[src/rtl/qam16_tx_pkg.sv]
// Shared types and constants for the 16-QAM frame scheduler.
// Latency: n/a (package only).
// Backpressure: n/a (package only).
package qam16_tx_pkg;

    typedef enum logic [1:0] {
        IDLE     = 2'd0,
        PREAMBLE = 2'd1,
        HEADER   = 2'd2,
        PAYLOAD  = 2'd3
    } tx_state_t;

    localparam logic [3:0] SYM_PRE_EVEN = 4'h3;
    localparam logic [3:0] SYM_PRE_ODD  = 4'hC;
    localparam logic [3:0] SYM_IDLE     = 4'h0;

    // x^7 + x^6 + 1: feedback is the XOR of state bits 6 and 5
    localparam logic [6:0] LFSR_SEED = 7'h7F;
    localparam logic [6:0] LFSR_TAPS = 7'h60;

    // Either reseed, or advance the LFSR by one symbol (4 shifts).
    // The low nibble of the advanced state is the keystream for that symbol.
    function automatic logic [6:0] lfsr_next(input logic [6:0] s, input logic reseed);
        logic [6:0] r;
        r = s;
        for (int i = 0; i < 4; i++) begin
            r = {r[5:0], ^(r & LFSR_TAPS)};
        end
        return reseed ? LFSR_SEED : r;
    endfunction

endpackage

[src/rtl/qam16_sym_timer.sv]
// Free-running symbol timer, counts 0..CLK_DIV-1 and flags the last count.
// Latency: tick is combinational from the counter; first tick CLK_DIV-1 cycles after reset.
// Backpressure: none, never stalls.
module qam16_sym_timer #(
    parameter int unsigned CLK_DIV = 2000
) (
    input  logic CLK_50M,
    input  logic RST_n,
    output logic tick
);

    localparam logic [15:0] LAST = 16'(CLK_DIV - 1);

    logic [15:0] cnt_q;

    // wrap at CLK_DIV-1, runs in every scheduler state
    always_ff @(posedge CLK_50M or negedge RST_n) begin
        if (!RST_n) begin
            cnt_q <= 16'd0;
        end else if (cnt_q == LAST) begin
            cnt_q <= 16'd0;
        end else begin
            cnt_q <= cnt_q + 16'd1;
        end
    end

    assign tick = (cnt_q == LAST);

endmodule

[src/rtl/qam16_frame_sched.sv]
// Frame scheduler: preamble, 2-symbol header (seq), payload; optional scrambler via QAM16_SCRAMBLER_EN.
// Latency: symbol decided on timer tick, presented with sym_stb one cycle later.
// Backpressure: source is polled once per payload slot; missing data becomes a fill symbol.
module qam16_frame_sched #(
    parameter int unsigned CLK_DIV      = 2000,
    parameter int unsigned PREAMBLE_LEN = 8,
    parameter int unsigned PAYLOAD_LEN  = 32
) (
    input  logic       CLK_50M,
    input  logic       RST_n,
    input  logic       start,
    input  logic       src_valid,
    input  logic [3:0] src_data,
    output logic       src_ready,
    output logic       sym_stb,
    output logic [3:0] sym_data,
    output logic       tx_active,
    output logic       tx_done,
    output logic       underrun
);

    import qam16_tx_pkg::*;

    localparam logic [7:0] PRE_LAST = 8'(PREAMBLE_LEN - 1);
    localparam logic [7:0] PAY_LAST = 8'(PAYLOAD_LEN - 1);

    tx_state_t  state_q, state_nxt;
    logic [7:0] cnt_q, cnt_nxt;
    logic [7:0] seq_q, seq_nxt;
    logic [3:0] data_nxt;
    logic [3:0] raw_sym;
    logic [3:0] pay_sym;
    logic       active_nxt;
    logic       done_nxt;
    logic       under_nxt;
    logic       frame_start;
    logic       tick;

    qam16_sym_timer #(
        .CLK_DIV (CLK_DIV)
    ) u_timer (
        .CLK_50M (CLK_50M),
        .RST_n   (RST_n),
        .tick    (tick)
    );

    // an absent source symbol becomes the fill symbol
    assign raw_sym = src_valid ? src_data : SYM_IDLE;

`ifdef QAM16_SCRAMBLER_EN
    logic [6:0] lfsr_q;
    logic [6:0] lfsr_adv;

    assign lfsr_adv = lfsr_next(lfsr_q, 1'b0);
    assign pay_sym  = raw_sym ^ lfsr_adv[3:0];

    // reseed on every frame start, advance one symbol per payload slot
    always_ff @(posedge CLK_50M or negedge RST_n) begin
        if (!RST_n) begin
            lfsr_q <= LFSR_SEED;
        end else if (frame_start || (tick && state_q == PAYLOAD)) begin
            lfsr_q <= lfsr_next(lfsr_q, frame_start);
        end
    end
`else
    assign pay_sym = raw_sym;
`endif

    // state register
    always_ff @(posedge CLK_50M or negedge RST_n) begin
        if (!RST_n) begin
            state_q <= IDLE;
        end else begin
            state_q <= state_nxt;
        end
    end

    // next symbol and frame bookkeeping, evaluated only on the tick cycle;
    // state names the kind of symbol the next tick will emit
    always_comb begin
        state_nxt   = state_q;
        cnt_nxt     = cnt_q;
        seq_nxt     = seq_q;
        data_nxt    = sym_data;
        active_nxt  = tx_active;
        done_nxt    = 1'b0;
        under_nxt   = underrun;
        frame_start = 1'b0;
        src_ready   = 1'b0;
        if (tick) begin
            case (state_q)
                IDLE: begin
                    if (start) begin
                        frame_start = 1'b1;
                        data_nxt    = SYM_PRE_EVEN;
                        active_nxt  = 1'b1;
                        cnt_nxt     = 8'd1;
                        state_nxt   = PREAMBLE;
                    end else begin
                        data_nxt   = SYM_IDLE;
                        active_nxt = 1'b0;
                    end
                end
                PREAMBLE: begin
                    // cnt 0 here only on a back-to-back frame entered from PAYLOAD
                    frame_start = (cnt_q == 8'd0);
                    data_nxt    = cnt_q[0] ? SYM_PRE_ODD : SYM_PRE_EVEN;
                    active_nxt  = 1'b1;
                    if (cnt_q == PRE_LAST) begin
                        cnt_nxt   = 8'd0;
                        state_nxt = HEADER;
                    end else begin
                        cnt_nxt = cnt_q + 8'd1;
                    end
                end
                HEADER: begin
                    if (cnt_q == 8'd0) begin
                        data_nxt = seq_q[7:4];
                        cnt_nxt  = 8'd1;
                    end else begin
                        data_nxt  = seq_q[3:0];
                        cnt_nxt   = 8'd0;
                        state_nxt = PAYLOAD;
                    end
                end
                PAYLOAD: begin
                    src_ready = 1'b1;
                    data_nxt  = pay_sym;
                    if (!src_valid) begin
                        under_nxt = 1'b1;
                    end
                    if (cnt_q == PAY_LAST) begin
                        done_nxt  = 1'b1;
                        seq_nxt   = seq_q + 8'd1;
                        cnt_nxt   = 8'd0;
                        state_nxt = start ? PREAMBLE : IDLE;
                    end else begin
                        cnt_nxt = cnt_q + 8'd1;
                    end
                end
                default: begin
                    state_nxt = IDLE;
                    cnt_nxt   = 8'd0;
                end
            endcase
            if (frame_start) begin
                under_nxt = 1'b0;
            end
        end
    end

    // registered outputs and counters; strobe trails the tick by one cycle
    always_ff @(posedge CLK_50M or negedge RST_n) begin
        if (!RST_n) begin
            cnt_q     <= 8'd0;
            seq_q     <= 8'd0;
            sym_stb   <= 1'b0;
            sym_data  <= SYM_IDLE;
            tx_active <= 1'b0;
            tx_done   <= 1'b0;
            underrun  <= 1'b0;
        end else begin
            cnt_q     <= cnt_nxt;
            seq_q     <= seq_nxt;
            sym_stb   <= tick;
            sym_data  <= data_nxt;
            tx_active <= active_nxt;
            tx_done   <= done_nxt;
            underrun  <= under_nxt;
        end
    end

endmodule

[config.mk]
export PLATFORM = sky130hd
export DESIGN_NAME = qam16_frame_sched
export DESIGN_NICKNAME = d
export VERILOG_FILES = /design/src/rtl/qam16_tx_pkg.sv /design/src/rtl/qam16_sym_timer.sv /design/src/rtl/qam16_frame_sched.sv
export SDC_FILE = /design/constraint.sdc
export NUM_CORES = 1
export LEC_CHECK = 0
export ABC_AREA = 1
export BUFFER_PORTS_ARGS = -buffer_cell sky130_fd_sc_hd__buf_2
export CAP_MARGIN = 5
export CORE_ASPECT_RATIO = 0.9
export CORE_MARGIN = 1
export CORE_UTILIZATION = 28
export CTS_CLUSTER_DIAMETER = 60
export CTS_CLUSTER_SIZE = 30
export DETAILED_ROUTE_END_ITERATION = 6
export SYNTH_ARGS = -nofsm -noshare
export SYNTH_HDL_FRONTEND = slang
export SYNTH_SLANG_ARGS = --single-unit
[constraint.sdc]
create_clock -name CLK_50M -period 2 [get_ports CLK_50M]
set_clock_uncertainty 0.2 [all_clocks]
set_input_delay 0.4 -clock CLK_50M [delete_from_list [all_inputs] [get_ports CLK_50M]]
set_output_delay 0.4 -clock CLK_50M [all_outputs]
set_load 0.05 [all_outputs]
== After elaboration in Yosys (flattened, before gate mapping) ==
Index checks and enable logic that the tools add are counted.

* Logic and storage cells: 61
* Bits of input ports: 8
* Register bits: 42

* Reduce and logical (&&, ||, !) cells: 9
* Equality and inequality tests: 11
* Mux-type cells: 29
* $add $sub $neg: 3

{| class="wikitable"
|+ Operator list
! operator !! count
|-
| $pmux W8 S4 || 1
|-
| $mux W8 || 3
|-
| $add A16 B1 Y16 const B || 1
|-
| $add A8 B1 Y8 const B || 2
|-
| $eq A16 B11 Y1 const B || 1
|-
| $mux W16 || 1
|-
| $pmux W4 S4 || 1
|-
| $mux W1 || 12
|-
| $mux W4 || 3
|-
| $mux W2 || 5
|-
| $eq A8 B3 Y1 const B || 1
|-
| $eq A8 B5 Y1 const B || 1
|-
| $logic_not A8 Y1 || 1
|-
| $ne A2 B2 Y1 const B || 4
|-
| $pmux W2 S4 || 1
|-
| $reduce_and A3 Y1 || 2
|-
| $reduce_and A5 Y1 || 1
|-
| $eq A2 B2 Y1 const B || 2
|-
| $pmux W1 S2 || 2
|-
| $reduce_and A2 Y1 || 2
|-
| $reduce_bool A2 Y1 || 2
|-
| $eq A2 B1 Y1 const B || 1
|-
| $logic_not A2 Y1 || 1
|-
| $ne A2 B1 Y1 const B || 1
|}

== Logic depth before layout (Yosys ltp) ==
* Word-level depth: 5
* Gate-level depth with buffers: 10

== Cells and area by module ==
Synthesis repeated with hierarchy kept, for this count alone.

* Cell total of the unflattened synthesis: 349
* Area, all modules: 2568.7 µm²

{| class="wikitable"
|+ By module, submodules not included
! module !! cells an instance !! instances !! sequential area each (µm²) !! area each (µm²)
|-
| qam16_frame_sched || 217 || 1 || 650.6 || 1659.1
|-
| qam16_sym_timer || 132 || 1 || 400.4 || 909.6
|}

== Worst setup path before layout ==
No wires, ideal clock.

* Path type: reg-to-output
* Start: reg u_timer.cnt_q[0]
* End: out src_ready
* Setup slack: -0.305 ns
* Required time: 1.400 ns
* Stages on the path, launching flop included: 8
* Path buffers: 0
* Arrival time: 1.705 ns
* Cells stage by stage: dfrtp_1 ha_1 nand2_1 inv_1 nand3_1 inv_1 nand3_1 nor2_1

* Word-level cells in the longest chain between the ends: 2

{| class="wikitable"
|+ RTL lines
! what !! RTL line !! RTL
|-
| start: declaration || qam16_sym_timer.sv:14 || <nowiki>logic [15:0] cnt_q;</nowiki>
|-
| start signal: assignment || qam16_sym_timer.sv:23 || <nowiki>cnt_q <= cnt_q + 16'd1;</nowiki>
|-
| $eq A16 B11 Y1 || qam16_sym_timer.sv:27 || <nowiki>assign tick = (cnt_q == LAST);</nowiki>
|-
| $mux W1 || qam16_frame_sched.sv:90 || <nowiki>if (tick) begin</nowiki>
|-
| end: declaration || qam16_frame_sched.sv:14 || <nowiki>output logic src_ready,</nowiki>
|}

No other way between the ends.

== Worst setup path after layout ==
* Start: reg u_timer.cnt_q[5]
* End: out src_ready

The elaborated chain is that of the path after synthesis.

==> metrics.txt <==
Port Buffers=16; top_reg_cell synth=dfrtp_1; Peak Freq=478.8 MHz; row count=33; diodes inserted=0; top cell type's share of synthesized area=0.4023; total of warnings raised by yosys=0; initial core utilization=0.2876; Arr. time, crit path=1490 ps; worst-margin pin slew=585.8 ps; Max VDD drop=0.0002561 V; DP HPWL=4479 um; TritonCTS clock tree=yes; initial antenna violation count=0; Core ar.=0.009084 mm^2; vias=2372; P_leak=about 1.5 nW; dpl ws=approximately 36 ps; initial DRC count=132; Final ANT Viol Nets=0; setup_tns=-88.71 ps; Crit-path slowest cell=dfrtp_1; CP top delay family=simple AND/OR/NAND/NOR gates; cell taking the most area after synthesis=dfrtp_1; post-route cell area=between 0.003 and 0.004 mm^2; outcome=finished with violations; fill count=969; pin count of the biggest net entering global routing=43; Hold/Removal Path Class=input port to flop; crit path cell chain=nor2_1 -> nand3_1 -> nor2_2 -> nand3_4 -> nor2_4 -> buf_6; relative slew slack=0.6094; Area growth syn-to-layout=21.89%; Min Hold Slack=258.9 ps; post-DR wirelength/cell=12.06 um; power per cell area=467.5 mW/mm^2; Max Cap Viol=0; Register Area=0.001054 mm^2; FF+latch count, synth=42; area of the multi-input gates=roughly 0.0014 mm^2; largest cells by area after synthesis=dfrtp_1 40%, nand2_1 14%, nand3_1 6.1%; kind of critical path=flop to output port; top post-synthesis cells by count=98 x nand2_1, 42 x dfrtp_1, 39 x inv_1; Fin. Hold Viols=0; final worst path period share=1.044; Max FO, Critical Path=2; IO Pins=17; Inserted Clock Buffers=5; Worst Path Buf+Inv=1; final worst path period need=2089 ps; routed vias/inst=around 4.6; count leader, synth=nand2_1; Die Width=103.8 um; DRT Pass-1 Iters=4; fraction of layout cells with a size suffix above 1=0.2455; fraction of registers with async set or reset after synthesis=1.000; Post-Syn Instances=344; GR Util All Layers=0.1373; max incr delay on CP=410 ps; wire length of the first global-routing pass=10650 um; Clock Latency Late Sink=roughly 300 ps; clock root cell=clkbuf_8; nets@finish=406; syn_area_per_cell=7.594 um^2; placer congestion estimate=0.8821; post-synthesis cell type count=31; placed inst area=0.002915 mm^2; CTS Buffer Depth=2; Vert. Die Dim=93.64 um; Startpoint Class=flop; DR DRC count=0; Critical Path RT=1400 ps; vias in the first global route=2228; cell area after synthesis=~0.0026 mm^2; Clock transition at path regs=90 ps; DIE AREA=0.009721 mm^2; # setup viols final=1; H-tree Lvls=2; grt ovf=0; unrepaired setup endpoints after global routing=true; final slew viol count=0; Syn Nets=360; Post-synth EDFFs=0; post-synthesis sequential area ratio=0.4023; routed wire length=about 6200 um; clk sink count=42; fin worst setup slack=-88.71 ps; Worst Setup End Kind=output port; violated checks=setup timing
==> layout make-up <==
cell class,count,share of cell area
inverter,44,0.05422
clock buffer,6,0.02593
timing repair buffer,43,0.09391
multi-input combinational,254,0.4432
clock inverter,2,0.003929
tap,122,0.04794
sequential,42,0.3308
==> state kept, by name, indices dropped and copies added (netlist names) <==
register,flops
cnt_q,8
tx_active,1
seq_q,8
u_timer.cnt_q,16
tx_done,1
state_q,2
sym_stb,1
underrun,1
sym_data,4
==> cells in the final DEF (no fill, tap or decap), types with 3 or more instances in the layout <==
| master | n |
|---|---|
| buf_4 | 24 |
| nand2_4 | 3 |
| nand4_1 | 10 |
| o21ai_0 | 11 |
| nand2_2 | 11 |
| inv_2 | 6 |
| nor2_2 | 4 |
| nor2_4 | 11 |
| nor2_1 | 26 |
| nand3_1 | 30 |
| clkbuf_8 | 6 |
| a21oi_1 | 9 |
| nand2_1 | 94 |
| buf_2 | 15 |
| xor2_1 | 9 |
| inv_1 | 36 |
| buf_6 | 3 |
| a31oi_1 | 3 |
| nor3_1 | 8 |
| ha_1 | 6 |
| o21bai_1 | 3 |
| dfrtp_1 | 40 |
==> per-stage QoR <==
step / power, W / util / cells
after floorplan: 0.0008773 / - / 344
after global routing: 0.001544 / 0.3506 / 513
final: 0.001489 / 0.3506 / 513
after CTS: 0.001506 / 0.3368 / 501
after global placement: 0.0009079 / 0.3209 / 490
after detailed placement: 0.0009083 / 0.3209 / 490
==> power by group <==
group           total, W  switching (W)  internal (W)
Clock           0.000597       0.000319      0.000278
Combinational  0.0000404      0.0000290     0.0000114
Sequential      0.000851     0.00000201      0.000849
==> final timing paths <==
check / startpoint / endpoint / slack [ps] / cells past startpoint
worst max-delay path: u_timer.cnt_q[5] / src_ready / -90 / 6
worst min-delay path: src_data[0] / sym_data[0] / 260 / 5
worst max register to register: u_timer.cnt_q[1] / cnt_q[3] / 70 / 12
worst min register to register: sym_data[2] / sym_data[2] / 280 / 2
max in group asynchronous: RST_n / u_timer.cnt_q[0] / 680 / 3
min in group asynchronous: RST_n / seq_q[4] / 500 / 3
==> timing repair <==
action / 4_1_cts / 5_1_grt
endpoints found under the hold margin: 30 / 0
pin swaps: 0 / 7
resized for setup: 9 / 13
setup endpoints to repair: 1 / 13
setup buffers: 2 / 12
hold buffers: 1 / 0
==> kinds of logic (layout without fill, tap and decap cells) <==
logic type / Yosys count / count (layout) / share of synthesized area
simple gates: 205 / 205 / 0.3841
buf+inv: 48 / 95 / 0.07375
flops: 42 / 42 / 0.4023
compound gates: 30 / 30 / 0.06465
xor+xnor: 11 / 11 / 0.03688
fa+ha+maj: 8 / 8 / 0.03832
==> per-layer routing <==
layer  up-vias  wire length [um]  global-route usage
li1       1190                 -                   -
met1      1118              3052              0.1881
met2        57              2706              0.2194
met3         7               375             0.02787
met4         0                54             0.03810
met5         -                 0                   0
==> worst reg2reg max path, stage by stage (launching register included) <==
cell and delay (ps):
dfrtp_1 360, ha_2 190, nand2_2 60, inv_2 60
buf_4 90, buf_4 90, nand2_1 70, nor2_2 130
nand2_4 110, nor2_4 250, buf_6 140, nand3_1 70
nand2_1 60
Note: power is estimated with default switching activity, not from simulation.
